File: src/rtl/window_sum_pkg.sv
// Shared types and limits for the sliding-window sum sequencer.
// Pure declarations: no latency and no backpressure of its own.
package window_sum_pkg;

    typedef enum logic [1:0] {
        EMPTY,
        FILL,
        STREAM,
        STALL
    } state_t;

    localparam int WINDOW_MIN = 2;
    localparam int WINDOW_MAX = 8;

    function automatic bit window_legal(input int window);
        return (window >= WINDOW_MIN) && (window <= WINDOW_MAX);
    endfunction

endpackage

File: src/rtl/window_sum_sequencer_if.sv
// Sample-in / sum-out handshake bundle for window_sum_sequencer.
// Carries no state; master is the producer/consumer side, slave is the sequencer.
interface window_sum_sequencer_if #(
    parameter int WIDTH  = 8,
    parameter int WINDOW = 3
);
    localparam int CNT_W = $clog2(WINDOW + 1);

    logic             clear;
    logic             in_valid;
    logic [WIDTH-1:0] in_data;
    logic             in_ready;
    logic             out_valid;
    logic [WIDTH-1:0] out_sum;
    logic             out_ready;
    logic [CNT_W-1:0] fill_count;

    modport master (
        output clear, in_valid, in_data, out_ready,
        input  in_ready, out_valid, out_sum, fill_count
    );

    modport slave (
        input  clear, in_valid, in_data, out_ready,
        output in_ready, out_valid, out_sum, fill_count
    );

endinterface

File: src/rtl/window_history.sv
// WINDOW-deep sample shift register with a running modulo sum; updates one cycle after shift_en.
// No handshake of its own: the owner gates shift_en, clr wins over shift_en.
module window_history #(
    parameter int WIDTH  = 8,
    parameter int WINDOW = 3
) (
    input  logic             clk,
    input  logic             rst,
    input  logic             shift_en,
    input  logic             clr,
    input  logic [WIDTH-1:0] din,
    output logic [WIDTH-1:0] sum,
    output logic [WIDTH-1:0] oldest
);

    logic [WIDTH-1:0] hist [WINDOW];
    logic [WIDTH-1:0] sum_q;

    // Unfilled slots hold zero, so the dropped sample is naturally 0 while filling.
    always_ff @(posedge clk or posedge rst) begin
        if (rst) begin
            for (int i = 0; i < WINDOW; i++) hist[i] <= '0;
            sum_q <= '0;
        end else if (clr) begin
            for (int i = 0; i < WINDOW; i++) hist[i] <= '0;
            sum_q <= '0;
        end else if (shift_en) begin
            hist[0] <= din;
            for (int i = 1; i < WINDOW; i++) hist[i] <= hist[i-1];
            sum_q <= sum_q + din - hist[WINDOW-1];
        end
    end

    assign sum    = sum_q;
    assign oldest = hist[WINDOW-1];

endmodule

File: src/rtl/window_sum_sequencer.sv
// Emits the mod-2^WIDTH sum of the last WINDOW accepted samples, 1 cycle after the accept that fills the window.
// One-entry output stage: in_ready drops while a sum is held unpopped, or during clear/reset.
module window_sum_sequencer
    import window_sum_pkg::*;
#(
    parameter int WIDTH  = 8,
    parameter int WINDOW = 3
) (
    input  logic clk,
    input  logic reset,
    window_sum_sequencer_if.slave bus
);

    localparam int CNT_W = $clog2(WINDOW + 1);
    localparam logic [CNT_W-1:0] FULL_CNT = CNT_W'(WINDOW);

    generate
        if (!window_legal(WINDOW)) begin : g_bad_window
            $error("window_sum_sequencer: WINDOW out of range");
        end
    endgenerate

    state_t           state;
    logic [CNT_W-1:0] fill;
    logic             out_valid_q;
    logic [WIDTH-1:0] out_sum_q;
    logic [WIDTH-1:0] hist_sum;
    logic [WIDTH-1:0] oldest;
    logic [WIDTH-1:0] sum_next;
    logic [CNT_W-1:0] fill_next;
    logic             accept;
    logic             pop;
    logic             full;

    assign bus.in_ready = !reset && !bus.clear && (!out_valid_q || bus.out_ready);
    assign accept       = bus.in_valid && bus.in_ready;
    assign pop          = out_valid_q && bus.out_ready;
    assign full         = (state == STREAM) || (state == STALL);
    assign fill_next    = full ? fill : fill + 1'b1;
    assign sum_next     = hist_sum + bus.in_data - oldest;

    window_history #(
        .WIDTH  (WIDTH),
        .WINDOW (WINDOW)
    ) u_history (
        .clk      (clk),
        .rst      (reset),
        .shift_en (accept),
        .clr      (bus.clear),
        .din      (bus.in_data),
        .sum      (hist_sum),
        .oldest   (oldest)
    );

    always_ff @(posedge clk or posedge reset) begin
        if (reset) begin
            state       <= EMPTY;
            fill        <= '0;
            out_valid_q <= 1'b0;
            out_sum_q   <= '0;
        end else if (bus.clear) begin
            state       <= EMPTY;
            fill        <= '0;
            out_valid_q <= 1'b0;
            out_sum_q   <= '0;
        end else begin
            // A same-cycle pop and accept just replaces the held sum.
            if (accept) begin
                fill <= fill_next;
                if (fill_next == FULL_CNT) begin
                    out_valid_q <= 1'b1;
                    out_sum_q   <= sum_next;
                end
            end else if (pop) begin
                out_valid_q <= 1'b0;
            end

            case (state)
                EMPTY:  if (accept) state <= FILL;
                FILL:   if (accept && fill_next == FULL_CNT) state <= STREAM;
                STREAM: if (out_valid_q && !bus.out_ready) state <= STALL;
                STALL:  if (bus.out_ready) state <= STREAM;
                default: state <= EMPTY;
            endcase
        end
    end

    assign bus.out_valid  = out_valid_q;
    assign bus.out_sum    = out_sum_q;
    assign bus.fill_count = fill;

endmodule
File: src/flat_wrapper.sv
// flat-port wrapper written by rule: the top's interface ports become plain ports
module window_sum_sequencer_flat import window_sum_pkg::*;
#(
    parameter int WIDTH  = 8,
    parameter int WINDOW = 3
)
  (clk, reset, bus_clear, bus_in_valid, bus_in_data, bus_out_ready, bus_in_ready, bus_out_valid, bus_out_sum, bus_fill_count);
  window_sum_sequencer_if #(.WIDTH(WIDTH), .WINDOW(WINDOW)) bus_i ();
  input  logic clk;
  input  logic reset;
  input wire logic [$bits(bus_i.clear)-1:0] bus_clear;
  input wire logic [$bits(bus_i.in_valid)-1:0] bus_in_valid;
  input wire logic [$bits(bus_i.in_data)-1:0] bus_in_data;
  input wire logic [$bits(bus_i.out_ready)-1:0] bus_out_ready;
  output wire logic [$bits(bus_i.in_ready)-1:0] bus_in_ready;
  output wire logic [$bits(bus_i.out_valid)-1:0] bus_out_valid;
  output wire logic [$bits(bus_i.out_sum)-1:0] bus_out_sum;
  output wire logic [$bits(bus_i.fill_count)-1:0] bus_fill_count;
  assign bus_i.clear = bus_clear;
  assign bus_i.in_valid = bus_in_valid;
  assign bus_i.in_data = bus_in_data;
  assign bus_i.out_ready = bus_out_ready;
  assign bus_in_ready = bus_i.in_ready;
  assign bus_out_valid = bus_i.out_valid;
  assign bus_out_sum = bus_i.out_sum;
  assign bus_fill_count = bus_i.fill_count;
  window_sum_sequencer #(.WIDTH(WIDTH), .WINDOW(WINDOW)) u_core (.clk(clk), .reset(reset), .bus(bus_i));
endmodule
File: config.mk
export PLATFORM = sky130hd
export DESIGN_NAME = window_sum_sequencer_flat
export DESIGN_NICKNAME = d
export VERILOG_FILES = /design/src/rtl/window_sum_pkg.sv /design/src/rtl/window_sum_sequencer_if.sv /design/src/rtl/window_history.sv /design/src/rtl/window_sum_sequencer.sv /design/src/flat_wrapper.sv
export SDC_FILE = /design/constraint.sdc
export NUM_CORES = 1
export LEC_CHECK = 0
export ABC_AREA = 1
export CELL_PAD_IN_SITES_DETAIL_PLACEMENT = 1
export CELL_PAD_IN_SITES_GLOBAL_PLACEMENT = 2
export CORE_MARGIN = 2
export CORE_UTILIZATION = 33
export CTS_BUF_LIST = sky130_fd_sc_hd__clkbuf_4
export CTS_CLUSTER_SIZE = 40
export DETAILED_ROUTE_END_ITERATION = 16
export PLACE_DENSITY = 0.79
export SYNTH_ARGS = -nofsm -noshare
export SYNTH_HDL_FRONTEND = slang
export SYNTH_HIERARCHICAL = 1
export SYNTH_SLANG_ARGS = --single-unit
File: constraint.sdc
create_clock -name clk -period 2.05 [get_ports clk]
set_input_delay 0.3075 -clock clk [delete_from_list [all_inputs] [get_ports clk]]
set_output_delay 0.3075 -clock clk [all_outputs]
set_load 0.02 [all_outputs]
==> results of run 1 <==
## worst max path at each step
stage,start,slack (ps),end
detailed placement,bus_in_data[2],-500,u_core/u_history/sum[7]$_DFFE_PP0P_
floorplan,u_core/u_history/oldest[2]$_DFFE_PP0P_,50,u_core/bus.out_sum[7]$_DFFE_PP0P_
CTS,u_core/u_history/oldest[6]$_DFFE_PP0P_,3,u_core/u_history/sum[7]$_DFFE_PP0P_
finish,bus_in_data[4],10,u_core/bus.out_sum[7]$_DFFE_PP0P_
global placement,bus_in_data[2],-490,u_core/u_history/sum[7]$_DFFE_PP0P_
global route,u_core/u_history/sum[6]$_DFFE_PP0P_,-100,u_core/u_history/sum[7]$_DFFE_PP0P_
## metrics by stage
stage | area [sq um] | hold WS, ps | setup TNS (ps) | instances
floorplan | 3270 | 214 | 0 | 408
global placement | 3800 | 455 | -5220 | 578
detailed placement | 3800 | 458 | -5440 | 578
CTS | 4000 | 369 | 0 | 586
global route | 4120 | 417 | -256 | 588
finish | 4120 | 372 | 0 | 588
## layout by cell type (no fill, tap or decap), drive strengths merged
cell,n
fa,14
clkbuf,6
xnor2,4
nand3,21
nor3,1
o22ai,15
nand4,6
dlymetal6s2s,1
a21oi,12
bufinv,1
or2,1
dfrtp,45
nand2,104
buf,27
a31oi,1
ha,16
inv,112
dlygate4sd2,1
clkinv,1
clkdlybuf4s50,22
diode,1
nor2,18
o21ai,23
nand3b,2
## power by group
part	leakage [nW]	internal [mW]	switching (mW)	total, mW
Sequential	0.604	0.998	0.102	1.10
Clock	0.0433	0.268	0.313	0.580
Combinational	1.44	1.28	1.52	2.81
Total	2.09	2.55	1.94	4.49
## cell type report
type / count / share of cell area, %
multi-input combinational: 238 / 45.0
sequential: 45 / 27.3
timing repair buffer: 51 / 11.4
inverter: 112 / 10.3
tap: 133 / 4.04
clock buffer: 6 / 1.09
clock inverter: 2 / 0.819
antenna: 1 / 0.0607
## state kept, by name, indices dropped and copies added, names as in the netlist
register	count
u_core/u_history/sum	8
u_core/bus.out_valid	1
u_core/u_history/hist	16
u_core/bus.out_sum	8
u_core/state	2
u_core/bus.fill_count	2
u_core/u_history/oldest	8
## kinds of logic after synthesis
family / after synthesis / share of synthesized area [%]
buffers and inverters: 125 / 15.9
AOI/OAI and AO/OA: 51 / 12.2
DFF: 45 / 34.4
xor gates and xnor gates: 4 / 1.07
adders and majority gates: 30 / 14.7
and+or+nand+nor: 153 / 21.7
## worst max-delay path: cells and delay by family
family	cells	cell delay, ps
compound gates	1	100
buf+inv	3	630
simple gates	7	490
fa+ha+maj	2	790
## routing by layer
metal  track usage, %  wire [microns]  vias up
met1             18.3            3540     1271
met4             4.05             104        0
met5                0               0        -
met2             27.1            3780       22
li1                 -               -     1320
met3             2.14             132        7
## what timing repair did
item,4_1_cts,5_1_grt
resized for setup,20,33
endpoints found under the setup margin,10,10
setup buffers,0,1
pin swaps,4,20
hold buffers,0,0
==> results.json, run 1 <==
{
  "critical_path_peak_fanout": 4,
  "relSlewSlack_pct": 71.0,
  "setup_slack_ps": 11.5,
  "clockBufferDepth": 2,
  "track_usage_pct": 14.8,
  "drtAntennaViolNets": 0,
  "cts_tree": "done",
  "dp_hpwl_microns": 5880,
  "dieArea_sq_mm": 0.0107,
  "gp_congestion": 0.842,
  "p_leak_nw": 2.09,
  "finalCritPeriodShare_pct": 99.4,
  "die_y_microns": 104,
  "finalHoldViolations": 0,
  "ys_types": 29,
  "cts_root_buffer": "clkbuf_4",
  "synth.area.top_cells": "dfrtp_1 (34%), inv_1 (12%), nand2_1 (11%)",
  "synth.most_common_cell": "inv_1",
  "reg2reg_to": "u_core/bus.out_sum[6]$_DFFE_PP0P_",
  "vdd_drop_max_uv": 331,
  "synth_common_cells": "inv_1 (108), nand2_1 (100), dfrtp_1 (45), nand3_1 (20), ha_1 (16)",
  "synthCells": 408,
  "routed_wl_microns": 7560,
  "htree_levels": 2,
  "slowest_delay_ps": 530,
  "antenna_found_initial": 1,
  "status": "completed",
  "num-fill-cells": 1178,
  "fin_util_pct": 42.6,
  "wire_per_inst_microns": 12.9,
  "cp.arrival_ps": 2300,
  "clk_pin_slew_ps": 130,
  "p_per_area_mw_per_mm2": 1090,
  "r2r_slack_ps": 40,
  "max_freq_ghz": 0.491,
  "crit_type": "in2reg",
  "tightestPinTransition_ps": 436,
  "synth_top_area_share_pct": 34.4,
  "setup_viol": 0,
  "route.detailed.drc": 0,
  "die_w_microns": 104,
  "core_sq_mm": 0.00968,
  "via_per_inst": 4.46,
  "grt_max_degree": 33,
  "ios": 25,
  "drtPass1Iterations": 4,
  "cts_buffers": 5,
  "max_cap_violations": 0,
  "yosysWarnings": 6,
  "syn-num-nets": 451,
  "clock_latency_ps": 370,
  "grt_pass1_wl_microns": 13000,
  "dp_slack_ps": -504,
  "drv_slew": 0,
  "start_util_pct": 33.8,
  "ys_seq_area_share_pct": 34.4,
  "drt_iter0_drc": 76,
  "fp-row-count": 36,
  "cpMostUsedCell": "nand2_1",
  "synth-seq-cells": 45,
  "regArea_sq_mm": 0.00113,
  "skew_ps": 18.0,
  "min_period_ps": 2040,
  "total_power_mw": 4.49,
  "ff2ff_path_depth": 11,
  "syn_area_sq_mm": 0.00327,
  "async_reset_ff_share_pct": 100,
  "synth_enable_flop_cells": 0,
  "areaGrowthSynthToFinish_pct": 26.0,
  "hold_class": "in2async",
  "globalRouteOverflowTotal": 0,
  "multiInputGateArea_sq_mm": 0.00186,
  "r2r-start": "u_core/u_history/sum[5]$_DFFE_PP0P_",
  "cp-end-kind": "flip-flop",
  "cts.sinks": 45,
  "avgSynthCellArea_sq_um": 8.02,
  "yosys_most_used_dff": "dfrtp_1",
  "fin_nets": 496,
  "critPathSlowestCell": "fa_1",
  "worstPathCellList": "clkdlybuf4s50_1 > inv_1 > fa_1 > inv_1 > ha_4 > nand2_1 > nand2_2 > nand2_1 > nand2_1 > a21oi_2 > nand2_1 > nand3_1 > nand2_1",
  "grt_pass1_vias": 2819,
  "drive_gt1_share_pct": 26.0,
  "critPathRequiredTime_ps": 2320,
  "io_buffer_count": 24,
  "dr_total_vias": 2620,
  "synth_top_area_cell": "dfrtp_1",
  "rsz0062_at_grt": "true",
  "startpoint_type": "input port"
}
Note: power is estimated with default switching activity, not from simulation.
==> run 2: changes to the inputs <==
--- a/config.mk
+++ b/config.mk
@@ -8,13 +8,14 @@
 export ABC_AREA = 1
 export CELL_PAD_IN_SITES_DETAIL_PLACEMENT = 1
 export CELL_PAD_IN_SITES_GLOBAL_PLACEMENT = 2
-export CORE_MARGIN = 2
-export CORE_UTILIZATION = 33
+export CORE_MARGIN = 10
+export CORE_UTILIZATION = 36
 export CTS_BUF_LIST = sky130_fd_sc_hd__clkbuf_4
 export CTS_CLUSTER_SIZE = 40
 export DETAILED_ROUTE_END_ITERATION = 16
-export PLACE_DENSITY = 0.79
+export PLACE_DENSITY = 0.81
 export SYNTH_ARGS = -nofsm -noshare
 export SYNTH_HDL_FRONTEND = slang
 export SYNTH_HIERARCHICAL = 1
 export SYNTH_SLANG_ARGS = --single-unit
+export TNS_END_PERCENT = 30
==> constraint.sdc (replaced) <==
create_clock -name clk -period 2.3 [get_ports clk]
set_input_delay 0.345 -clock clk [delete_from_list [all_inputs] [get_ports clk]]
set_output_delay 0.345 -clock clk [all_outputs]
set_load 0.02 [all_outputs]
==> results.json, run 2 (same netlist as run 1, synthesis figures left out) <==
{
  "cp.arrival_ps": 2400,
  "dr_total_vias": 2610,
  "clock_latency_ps": 360,
  "top_register": "u_core/u_history/hist",
  "drtPass1Iterations": 4,
  "cp-end-kind": "flip-flop",
  "final_cell_mix": "inv_1 (108), nand2_1 (99), dfrtp_1 (45)",
  "dp_hpwl_microns": 6040,
  "relSlewSlack_pct": 71.8,
  "core_sq_mm": 0.00876,
  "critical_path_peak_fanout": 3,
  "route.detailed.drc": 0,
  "wire_per_inst_microns": 13.2,
  "max_cap_violations": 0,
  "cts.sinks": 45,
  "setup_viol": 0,
  "post_cts_buffers": 0,
  "grt_pass1_wl_microns": 13200,
  "startpoint_type": "input port",
  "skew_ps": 9.80,
  "die_y_microns": 115,
  "antennaDiodeCount": 0,
  "largest_register_ffs": 16,
  "start_util_pct": 37.3,
  "drtAntennaViolNets": 0,
  "grt_pass1_vias": 2770,
  "clockBufferDepth": 2,
  "fp-row-count": 34,
  "cts_tree": "done",
  "htree_levels": 2,
  "via_per_inst": 4.68,
  "fin_hold_ws_ps": 411,
  "tns_ps": 0,
  "critPathRequiredTime_ps": 2560,
  "ios": 25,
  "tightestPinTransition_ps": 423,
  "cts_root_buffer": "clkbuf_4",
  "slowest_delay_ps": 530,
  "max_freq_ghz": 0.467,
  "die_w_microns": 115,
  "antenna_found_initial": 0,
  "crit_type": "in2reg",
  "track_usage_pct": 12.1,
  "worstPathCellList": "clkdlybuf4s50_1 > inv_1 > fa_1 > inv_1 > fa_1 > nand3_1 > nand3_1 > xnor2_1 > o21ai_1",
  "globalRouteOverflowTotal": 0,
  "dieArea_sq_mm": 0.0133,
  "critPathSlowestCell": "fa_1",
  "p_leak_nw": 2.02,
  "vdd_drop_max_uv": 257,
  "clk_pin_slew_ps": 140,
  "finalHoldViolations": 0,
  "drv_slew": 0,
  "drive_gt1_share_pct": 15.3,
  "drt_iter0_drc": 43,
  "fin_nets": 492,
  "status": "completed",
  "finalCritPeriodShare_pct": 93.1,
  "mostFrequentLayoutCell": "inv_1",
  "hold_class": "in2async",
  "gp_congestion": 0.747,
  "p_per_area_mw_per_mm2": 896,
  "routed_wl_microns": 7390,
  "cts_buffers": 5,
  "io_buffer_count": 24,
  "min_period_ps": 2140,
  "areaGrowthSynthToFinish_pct": 16.4,
  "rsz0062_at_grt": "false",
  "grt_max_degree": 33
}
-- run 2: worst paths after layout --
kind / to / startpoint / cells past startpoint / slack [ps]
worst max-delay path: u_core/bus.out_sum[4]$_DFFE_PP0P_ / bus_in_data[1] / 9 / 160
worst min-delay path: u_core/bus.out_sum[3]$_DFFE_PP0P_ / reset / 3 / 410
worst max register to register: u_core/u_history/sum[7]$_DFFE_PP0P_ / u_core/u_history/oldest[2]$_DFFE_PP0P_ / 10 / 210
worst min register to register: u_core/bus.out_sum[1]$_DFFE_PP0P_ / u_core/bus.out_sum[1]$_DFFE_PP0P_ / 2 / 490
max in group asynchronous: u_core/u_history/sum[2]$_DFFE_PP0P_ / reset / 3 / 1570
min in group clk: u_core/bus.out_sum[1]$_DFFE_PP0P_ / u_core/bus.out_sum[1]$_DFFE_PP0P_ / 2 / 490
-- run 2: repair_timing --
action	CTS	global route
resized for setup	0	3
hold buffers	0	0
setup endpoints to repair	0	3
-- run 2: area by class of cell --
cell class	count	area, sq um
fillers	1082	4950
multi-input cells	238	1630
flip-flops and latches	45	1130
inverters	112	423
repair buffers	47	413
well taps	108	135
clock buffers	6	45.0
clock inverters	2	33.8
-- run 2: layer usage --
| metal | track usage (%) | share of wire, % | vias up |
|---|---|---|---|
| met5 | 0 | 0 | - |
| met4 | 3.14 | 1.2 | 0 |
| met3 | 2.24 | 2.2 | 8 |
| met2 | 20.8 | 50 | 17 |
| met1 | 15.1 | 46 | 1271 |
| li1 | - | - | 1314 |
-- run 2: worst max-delay path, delay by kind of cell --
kind            cells  cell delay, ps
compound gates      1              70
xor+xnor            1             150
simple gates        2             220
fa+ha+maj           2            1010
buf+inv             3             620
-- run 2: metrics by stage --
stage	instances	utilization (%)	total power, mW	area [sq um]	worst slack [ps]
finish	558	43.5	3.41	3810	158
global route	558	43.5	3.82	3810	12.9
CTS	558	43.4	3.46	3800	109
detailed placement	550	42.5	2.93	3720	-291
global placement	550	42.5	2.87	3720	-243
floorplan	408	-	2.37	3270	300
-- run 2: where the power goes --
group,switching (mW),internal (mW)
sequential,0.0880,0.889
combinational,1.12,0.810
clock,0.266,0.239
total,1.48,1.94
